--- src/rtl/bus_loader.sv ---
// Bank of COUNT registers loaded in parallel from a shared bus, with per-register
// freshness tracking, load statistics and floating-bus detection.
module bus_loader #(
  parameter int WIDTH       = 8,
  parameter int COUNT       = 8,
  parameter int TOTAL_WIDTH = WIDTH * COUNT
) (
  input  logic                         clk,
  input  logic                         reset_n,
  input  logic [WIDTH-1:0]             bus_in,
  input  logic                         bus_driven,
  input  logic [COUNT-1:0]             load,
  input  logic [COUNT-1:0]             ack,
  input  logic                         err_clear,
  output logic [TOTAL_WIDTH-1:0]       out,
  output logic [COUNT-1:0]             fresh,
  output logic [$clog2(COUNT+1)-1:0]   last_loaded,
  output logic [15:0]                  load_count,
  output logic                         float_err
);

  localparam int          IDX_W     = $clog2(COUNT + 1);
  localparam logic [15:0] COUNT_MAX = 16'hFFFF;

  logic                   any_load;
  logic                   float_event;
  logic [WIDTH-1:0]       capture_value;
  logic [IDX_W-1:0]       high_idx;
  logic [WIDTH*COUNT-1:0] packed_data;

  logic [COUNT-1:0]       fresh_reg, fresh_next;
  logic [IDX_W-1:0]       last_loaded_reg, last_loaded_next;
  logic [15:0]            load_count_reg, load_count_next;
  logic                   float_err_reg, float_err_next;

  assign any_load    = |load;
  assign float_event = any_load & ~bus_driven;
  // An undriven bus is pulled high, so loads capture all-ones.
  assign capture_value = bus_driven ? bus_in : {WIDTH{1'b1}};

  generate
    for (genvar gi = 0; gi < COUNT; gi++) begin : g_reg
      logic [WIDTH-1:0] data_reg;
      logic [WIDTH-1:0] data_next;

      always_comb begin
        data_next = data_reg;
        if (load[gi]) begin
          data_next = capture_value;
        end
      end

      always_ff @(posedge clk) begin
        if (!reset_n) begin
          data_reg <= '0;
        end else begin
          data_reg <= data_next;
        end
      end

      assign packed_data[gi*WIDTH +: WIDTH] = data_reg;
    end
  endgenerate

  // Highest asserted load bit wins; loop order makes later indices override.
  always_comb begin
    high_idx = '0;
    for (int i = 0; i < COUNT; i++) begin
      if (load[i]) begin
        high_idx = IDX_W'(i + 1);
      end
    end
  end

  always_comb begin
    // A load in the same cycle as an ack keeps the register fresh.
    fresh_next       = load | (fresh_reg & ~ack);
    last_loaded_next = any_load ? high_idx : last_loaded_reg;
    load_count_next  = load_count_reg;
    if (any_load && (load_count_reg != COUNT_MAX)) begin
      load_count_next = load_count_reg + 16'd1;
    end
    float_err_next = float_err_reg;
    if (float_event) begin
      float_err_next = 1'b1;
    end else if (err_clear) begin
      float_err_next = 1'b0;
    end
  end

  always_ff @(posedge clk) begin
    if (!reset_n) begin
      fresh_reg       <= '0;
      last_loaded_reg <= '0;
      load_count_reg  <= '0;
      float_err_reg   <= 1'b0;
    end else begin
      fresh_reg       <= fresh_next;
      last_loaded_reg <= last_loaded_next;
      load_count_reg  <= load_count_next;
      float_err_reg   <= float_err_next;
    end
  end

  assign out         = TOTAL_WIDTH'(packed_data);
  assign fresh       = fresh_reg;
  assign last_loaded = last_loaded_reg;
  assign load_count  = load_count_reg;
  assign float_err   = float_err_reg;

endmodule

--- config.mk ---
export PLATFORM = sky130hd
export DESIGN_NAME = bus_loader
export DESIGN_NICKNAME = d
export VERILOG_FILES = /design/src/rtl/bus_loader.sv
export SDC_FILE = /design/constraint.sdc
export NUM_CORES = 1
export LEC_CHECK = 0
export CORE_MARGIN = 2
export CORE_UTILIZATION = 41
export DETAILED_ROUTE_END_ITERATION = 12
export GPL_TIMING_DRIVEN = 0
export PLACE_DENSITY = 0.84
export SYNTH_ARGS = -nofsm -noshare
export SYNTH_HDL_FRONTEND = slang
export SYNTH_SLANG_ARGS = --single-unit
--- constraint.sdc ---
create_clock -name clk -period 1.8 [get_ports clk]
set_input_delay 0.27 -clock clk [delete_from_list [all_inputs] [get_ports clk]]
set_output_delay 0.27 -clock clk [all_outputs]
set_load 0.02 [all_outputs]
; Word-level counts from Yosys, hierarchy flattened
; Cells that the tools add are included.
; Widths: inputs -> output; s select.
[totals]
ff_bits = 93
latch_bits = 0
ramBits = 0
rom_bits = 0
in_bits = 28
out_inout_bits = 93
word_cells = 33
n_memories = 0
[classes]
addsub = 1
multipliers = 0
n_div = 0
order_cmp = 0
eq_ne = 1
n_shift = 0
muxes = 11
bitwise = 5
reduce_logical = 3
[ops]
columns = operator, count
row1 = $mux 4, 7
row2 = $add 16x1->16 const B, 1
row3 = $ne 16x16->1 const B, 1
row4 = $and 8x8->8, 1
row5 = $mux 8, 1
row6 = $not 8->8, 1
row7 = $or 8x8->8, 1
row8 = $reduce_or 8->1, 1
row9 = $mux 1, 3
row10 = $reduce_bool 2->1, 1
row11 = $and 1x1->1, 1
row12 = $logic_and 1x1->1, 1
row13 = $not 1->1, 1

; Longest topological paths before layout
; Gate-level depths: netlist of run 1.
[logic_depth]
depth_word = 8
mapped_depth = 7
depth_no_buf = 6

; Worst setup path after synthesis of run 1
; Ideal clock, no wire load.
[synth_path]
path_type = flip-flop to flip-flop
startpoint = register load_count_reg[0] (netlist: load_count[0])
endpoint = register load_count_reg[5] (netlist: load_count[5])
setup_time_ns = 0.115
t_arrival_ns = 1.812
required_time_ns = 1.685
slack_ns = -0.127
path_stages_with_launch = 7
n_path_buf = 0
synth_period_minus_slack_ns = 1.927
path_cell_list = dfxtp_1 ha_1 nand4_1 nor4_4 nor3_1 xor2_1 and2_1
[synth_via]
elab_chain_len = 2
elab_cells_between_ends = 3
classes_between = add/sub: 1 / eq/ne: 1 / reduce/logical: 1
[synth_rtl]
columns = item, line_no
row1 = from (decl), 33  ; logic [15:0] load_count_reg, load_count_next;
row2 = from (signal assigned), 100  ; load_count_reg <= load_count_next;
row3 = "parallel branches: the longest is 2 deep, another holds $add 16x1->16", --
; Several ways; the timed one is not identified.
; A chain may end at the register's enable or synchronous reset.

; Worst setup path in the final report of run 1
[layout_path]
startpoint = input load[6]
endpoint = register load_count_reg[5] (netlist: load_count[5])
[layout_via]
elab_chain_len = 2
[layout_rtl]
columns = item, line_no
row1 = from (decl), 12  ; input logic [COUNT-1:0] load,
row2 = $reduce_or 8->1, 36  ; assign any_load = |load;
row3 = $logic_and 1x1->1, 80  ; if (any_load && (load_count_reg != COUNT_MAX)) begin
; No other way between the ends.

==> impl_metrics.tcl, run 1 <==
set metrics [dict create \
    ios 121 \
    synth-seq-cells 93 \
    power_frac_seq_pct 50.4 \
    die_h_um 98.7 \
    worst_setup_path_end_kind "register" \
    ctsLongestPathBuffers 2 \
    drt-total-wl_um 10500 \
    maxCapViolations 0 \
    holdCritPathClass "in -> reg" \
    ir_worst_vdd_mv 0.559 \
    power_density_nw_per_um2 854 \
    async_flop_share_pct 0 \
    crit_chain "clkdlybuf4s50_1, nor4_4, and2_2, clkbuf_4, nor3_1, xor2_1, and2_1" \
    grt-ovfl-total 0 \
    drt-pass1-iter-count 4 \
    placed_cell_area_um2 5000 \
    status "completed" \
    vias 3281 \
    crit_arrival_ps 2030 \
    drc 0 \
    stdcell_count 622 \
    maxSlewViolCount 0 \
    final_cell_mix "clkdlybuf4s50_1 (119), dfxtp_1 (88), nand2_1 (71)" \
    h-tree-depth 3 \
    setup_viol 0 \
    initial_core_util_pct 42.2 \
    design.die.area_um2 9740 \
    synth_cell_types 39 \
    root_buffer "clkbuf_8" \
    p_leak_uw 0.00241 \
    fin_skew_ps 6.72 \
    diodes 0 \
    num_rows 34 \
    cpMaxStageDelayCell "clkdlybuf4s50_1" \
    power_frac_comb_pct 18.1 \
    worstPathMaxFanout 10 \
    grt_usage_pct 21.9 \
    final_nets 538 \
    syn_area_per_cell_um2 9.83 \
    power_uw 4510 \
    dp_hpwl_um 7550 \
    hold_viol 0 \
    io_buffer_count 119 \
    yosys_warnings 0 \
    clock_latency_ps 370 \
    dr.first_iter.drc_count 127 \
    clock_sinks 93 \
    whs_ps 231 \
    tightest_slew_ps 575 \
    min_period_ps 1760 \
    cp_top_family "simple AND/OR/NAND/NOR gates" \
    coreArea_um2 8720 \
    p_clk_share_pct 31.5 \
    path_buf_inv 2 \
    final_antenna_net_count 0 \
    cts_buffers 9 \
    drive_gt1_share_pct 7.98 \
    ctsHoldBuffers 0 \
    crit_required_ps 2070 \
    p_switching_uw 1270 \
    netSwitchingFraction_pct 28.1 \
    cts_tree "built" \
    clk_pin_slew_ps 100 \
    synth_edf_count 0 \
    gp_congestion 0.785 \
    fp.dieW_um 98.7 \
    worstSetupPathType "in -> reg" \
    p_int_uw 3240 \
    final_common_cell "clkdlybuf4s50_1" \
    synth_cells 374 \
    syn_nets 403 \
    syn_area_um2 3680 \
    grt_pass1_vias 3240 \
    max_freq_mhz 567 \
    yosysSeqAreaShare_pct 50.6 \
    critPathMaxStageDelay_ps 490 \
    grt_max_degree 17 \
    area_delta_synth_final_pct 43.8 \
    design_area_um2 5290 \
    dp_cells 601 \
    antenna_found_initial 0 \
    via_per_inst 5.27 \
    start_kind "input port" \
    largest_reg_flops 64 \
    ys.flop_type "dfxtp_1" \
    grt_pass1_wl_um 16700 \
    fin_crit_sh_pct 98.0 \
    wl_per_cell_um 17.0 \
    relSlewSlack_pct 61.7 \
]
worst reg2reg max path, cell delays in order, from the launching register on:
cell and delay, ps:
dfxtp_2 390, nand4_1 210, a211o_2 400, nor4_2 330
xnor2_1 170, nor2b_1 70
cell families after synthesis:
family          share of synthesized area (%)
simple gates                             19.1
flops                                    50.6
compound gates                           22.0
buf+inv                                  4.97
xor+xnor                                 2.14
mux                                     0.817
fa+ha+maj                               0.340
area by class of cell:
type	instances	area [um^2]
fillers	731	3440
flip-flops and latches	93	1870
multi-input cells	240	1670
repair buffers	124	1230
plain buffers	35	163
well taps	108	135
clock buffers	10	128
clock inverters	6	68.8
inverters	6	22.5
synth_stat cells (all sizes together), types with 2 or more instances:
cell / number / share of area [%]
nor2b: 15 / 2.6
o21a: 5 / 1.0
xnor2: 2 / 0.48
inv: 6 / 0.61
nand2: 71 / 7.2
nand2b: 7 / 1.2
nor4: 6 / 1.8
nand3: 8 / 1.1
nand4: 5 / 0.85
and2: 10 / 1.7
dfxtp: 93 / 51
and3: 3 / 0.54
a21oi: 4 / 0.54
clkbuf: 31 / 3.7
nor2: 4 / 0.41
a21boi: 4 / 0.82
o211a: 66 / 18
mux2i: 3 / 0.82
buf: 4 / 0.65
xor2: 7 / 1.7
nor3: 8 / 1.1
path summary, 6_finish.rpt:
| check | from | end | slack [ps] | depth (start not counted) |
|---|---|---|---|---|
| max | load[6] | load_count[5] | 40 | 7 |
| min | load[5] | g_reg[5].data_reg[0] | 230 | 2 |
| max reg2reg | load_count[6] | load_count[11] | 120 | 5 |
| min reg2reg | last_loaded[2] | last_loaded[2] | 470 | 2 |
stage by stage:
| step | setup WS (ps) | TNS, ps | utilization (%) |
|---|---|---|---|
| 2_1_floorplan | 6.46 | 0 | - |
| 3_3_place_gp | -391 | -6390 | 57.4 |
| 3_5_place_dp | -424 | -8770 | 57.4 |
| 4_1_cts | 23.7 | 0 | 60.1 |
| 5_1_grt | -7.64 | -10.7 | 60.6 |
| 6_report | 36.3 | 0 | 60.6 |
power by group through the flow:
stage / logic (uW) / clock network, uW / registers (uW)
2_1_floorplan: 246 / 0 / 2470
3_3_place_gp: 797 / 0 / 2310
3_5_place_dp: 814 / 0 / 2320
4_1_cts: 821 / 1440 / 2270
5_1_grt: 868 / 1520 / 2290
6_report: 818 / 1420 / 2270
timing repair:
item                       in CTS  in global routing
pin swaps                       1                  3
setup endpoints to repair       9                 17
buffers inserted                3                  2
gates resized for setup         3                 10
cloned                          0                  0
metal layers:
metal / share of wire (%) / global-route usage [%] / vias up
met2: 51 / 38.9 / 111
met1: 40 / 25.6 / 1573
met5: 0 / 0 / -
met4: 1.5 / 6.74 / 0
li1: - / - / 1581
met3: 7.2 / 6.38 / 16
No activity file was read; power rests on OpenSTA's default activity.
==> inputs of run 2 (changes only) <==
--- a/config.mk
+++ b/config.mk
@@ -10,6 +10,7 @@
 export DETAILED_ROUTE_END_ITERATION = 12
 export GPL_TIMING_DRIVEN = 0
 export PLACE_DENSITY = 0.84
+export SKIP_CTS_REPAIR_TIMING = 1
 export SYNTH_ARGS = -nofsm -noshare
 export SYNTH_HDL_FRONTEND = slang
 export SYNTH_SLANG_ARGS = --single-unit
==> run 2 against run 1 <==
- first-iteration DRC count rose by 13%
- critical path depth rose by 1
- clock-buffer cell count did not move
- routed wire length fell by 0.29%
- flip-flop and latch count did not move
- global-route usage fell by 0.22 points
- largest cell class unchanged
- sequential power barely moved
- highest routed layer unchanged
==> impl_metrics.tcl, run 2 (synthesis gave the netlist of run 1 again) <==
set metrics [dict create \
    initial_core_util_pct 42.2 \
    rrSetupSlack_ps 60 \
    worst_setup_path_end_kind "register" \
    ir_worst_vdd_mv 0.555 \
    fp.dieW_um 98.7 \
    setup_tns_ps 0 \
    grt_pass1_vias 3214 \
    p_int_uw 3250 \
    num_rows 34 \
    clock_latency_ps 360 \
    status "completed" \
    final_cell_mix "clkdlybuf4s50_1 (119), dfxtp_1 (88), nand2_1 (71)" \
    ctsLongestPathBuffers 2 \
    grt_max_degree 17 \
    netSwitchingFraction_pct 27.9 \
    dr.first_iter.drc_count 144 \
    p_switching_uw 1260 \
    whs_ps 231 \
    final_nets 540 \
    hold_viol 0 \
    holdCritPathClass "in -> reg" \
    start_kind "register" \
    setup_viol 0 \
    cp-startpoint "load_count[0]" \
    grt_usage_pct 21.7 \
    root_buffer "clkbuf_8" \
    area_delta_synth_final_pct 44.0 \
    crit_chain "ha_2, nand4_1, buf_4, nor4_4, buf_6, nor4_1, xnor2_1, and2_1" \
    max_freq_mhz 573 \
    maxSlewViolCount 0 \
    crit_path_end "load_count[9]" \
    dp_hpwl_um 7550 \
    power_density_nw_per_um2 852 \
    p_clk_share_pct 31.3 \
    power_frac_seq_pct 50.4 \
    cpMaxStageDelayCell "dfxtp_4" \
    io_buffer_count 119 \
    final_common_cell "clkdlybuf4s50_1" \
    relSlewSlack_pct 60.6 \
    fin_skew_ps 5.92 \
    coreArea_um2 8720 \
    antenna_found_initial 0 \
    drive_gt1_share_pct 8.14 \
    cts_tree "built" \
    h-tree-depth 3 \
    drt-total-wl_um 10500 \
    power_frac_comb_pct 18.4 \
    worstPathMaxFanout 5 \
    maxCapViolations 0 \
    drc 0 \
    p_leak_uw 0.00242 \
    design.die.area_um2 9740 \
    reg2reg_depth 8 \
    vias 3322 \
    r2r_end "load_count[9]" \
    crit_arrival_ps 2000 \
    min_period_ps 1740 \
    fin_crit_sh_pct 96.9 \
    worstSetupPathType "reg -> reg" \
    ios 121 \
    final_antenna_net_count 0 \
    tightest_slew_ps 591 \
    gp_congestion 0.785 \
    clk_pin_slew_ps 90 \
    cts_buffers 9 \
    crit_required_ps 2060 \
    clock_sinks 93 \
    die_h_um 98.7 \
    via_per_inst 5.32 \
    largest_reg_flops 64 \
    wl_per_cell_um 16.9 \
    diodes 0 \
    grt-ovfl-total 0 \
    reg2reg_from "load_count[0]" \
    grt_pass1_wl_um 16500 \
    drt-pass1-iter-count 4 \
    critPathMaxStageDelay_ps 350 \
]
run 2: cell count changes in the layout (fill, tap and decap cells not counted), sizes merged:
cell	previous run	this run
buf	8	10
run 2: how the worst min path moves through the flow:
stage	startpoint	end	depth (start not counted)
CTS	load[5]	g_reg[5].data_reg[0]	2
detailed placement	last_loaded[2]	last_loaded[2]	2
global placement	last_loaded[2]	last_loaded[2]	2
global route	load[5]	g_reg[5].data_reg[2]	2
finish	load[5]	g_reg[5].data_reg[0]	2
floorplan	reset_n	load_count[15]	2
run 2: power groups by stage:
stage / sequential, uW / clock, uW / combinational (uW)
finish: 2270 / 1410 / 829
global route: 2290 / 1520 / 880
global placement: 2310 / 0 / 797
CTS: 2270 / 1440 / 818
floorplan: 2470 / 0 / 246
detailed placement: 2320 / 0 / 814
run 2: critical path, delay by kind of cell, from the launching register on:
| kind | cells | cell delay (ps) |
|---|---|---|
| AND/OR/NAND/NOR | 4 | 630 |
| flip-flops | 1 | 350 |
| buffers and inverters | 2 | 340 |
| adder cells (fa/ha/maj) | 1 | 180 |
| XOR/XNOR | 1 | 150 |
run 2: final cells by class:
cell class	count	area, um^2
plain buffers	35	163
clock buffers	10	128
clock inverters	6	68.8
fillers	731	3430
inverters	6	22.5
multi-input cells	240	1660
flip-flops and latches	93	1870
well taps	108	135
repair buffers	126	1240
run 2: routing by layer:
| layer | part of all wire (%) | GRT usage (%) | routed length (um) | up-vias |
|---|---|---|---|---|
| met4 | 1.3 | 6.74 | 133 | 0 |
| met2 | 51 | 38.4 | 5400 | 122 |
| met1 | 39 | 25.3 | 4110 | 1601 |
| li1 | - | - | - | 1587 |
| met5 | 0 | 0 | 0 | - |
| met3 | 8.3 | 6.38 | 874 | 12 |
run 2: per-stage QoR:
step | power (uW) | setup WS, ps | cell area, um^2 | cells | utilization (%)
after global placement | 3110 | -391 | 5000 | 601 | 57.4
after detailed placement | 3130 | -424 | 5000 | 601 | 57.4
after CTS | 4530 | -121 | 5200 | 617 | 59.6
final | 4510 | 55.6 | 5290 | 624 | 60.7
after global routing | 4680 | -19.6 | 5290 | 624 | 60.7
after floorplan | 2720 | 6.46 | 3680 | 374 | -
==> inputs of run 3 (changes only) <==
--- a/config.mk
+++ b/config.mk
@@ -11,6 +11,7 @@
 export GPL_TIMING_DRIVEN = 0
 export PLACE_DENSITY = 0.84
 export SKIP_CTS_REPAIR_TIMING = 1
+export SKIP_LAST_GASP = 1
 export SYNTH_ARGS = -nofsm -noshare
 export SYNTH_HDL_FRONTEND = slang
 export SYNTH_SLANG_ARGS = --single-unit
==> results of run 3 <==
Same layout as run 2: the final DEF is identical, and so are final timing and power.
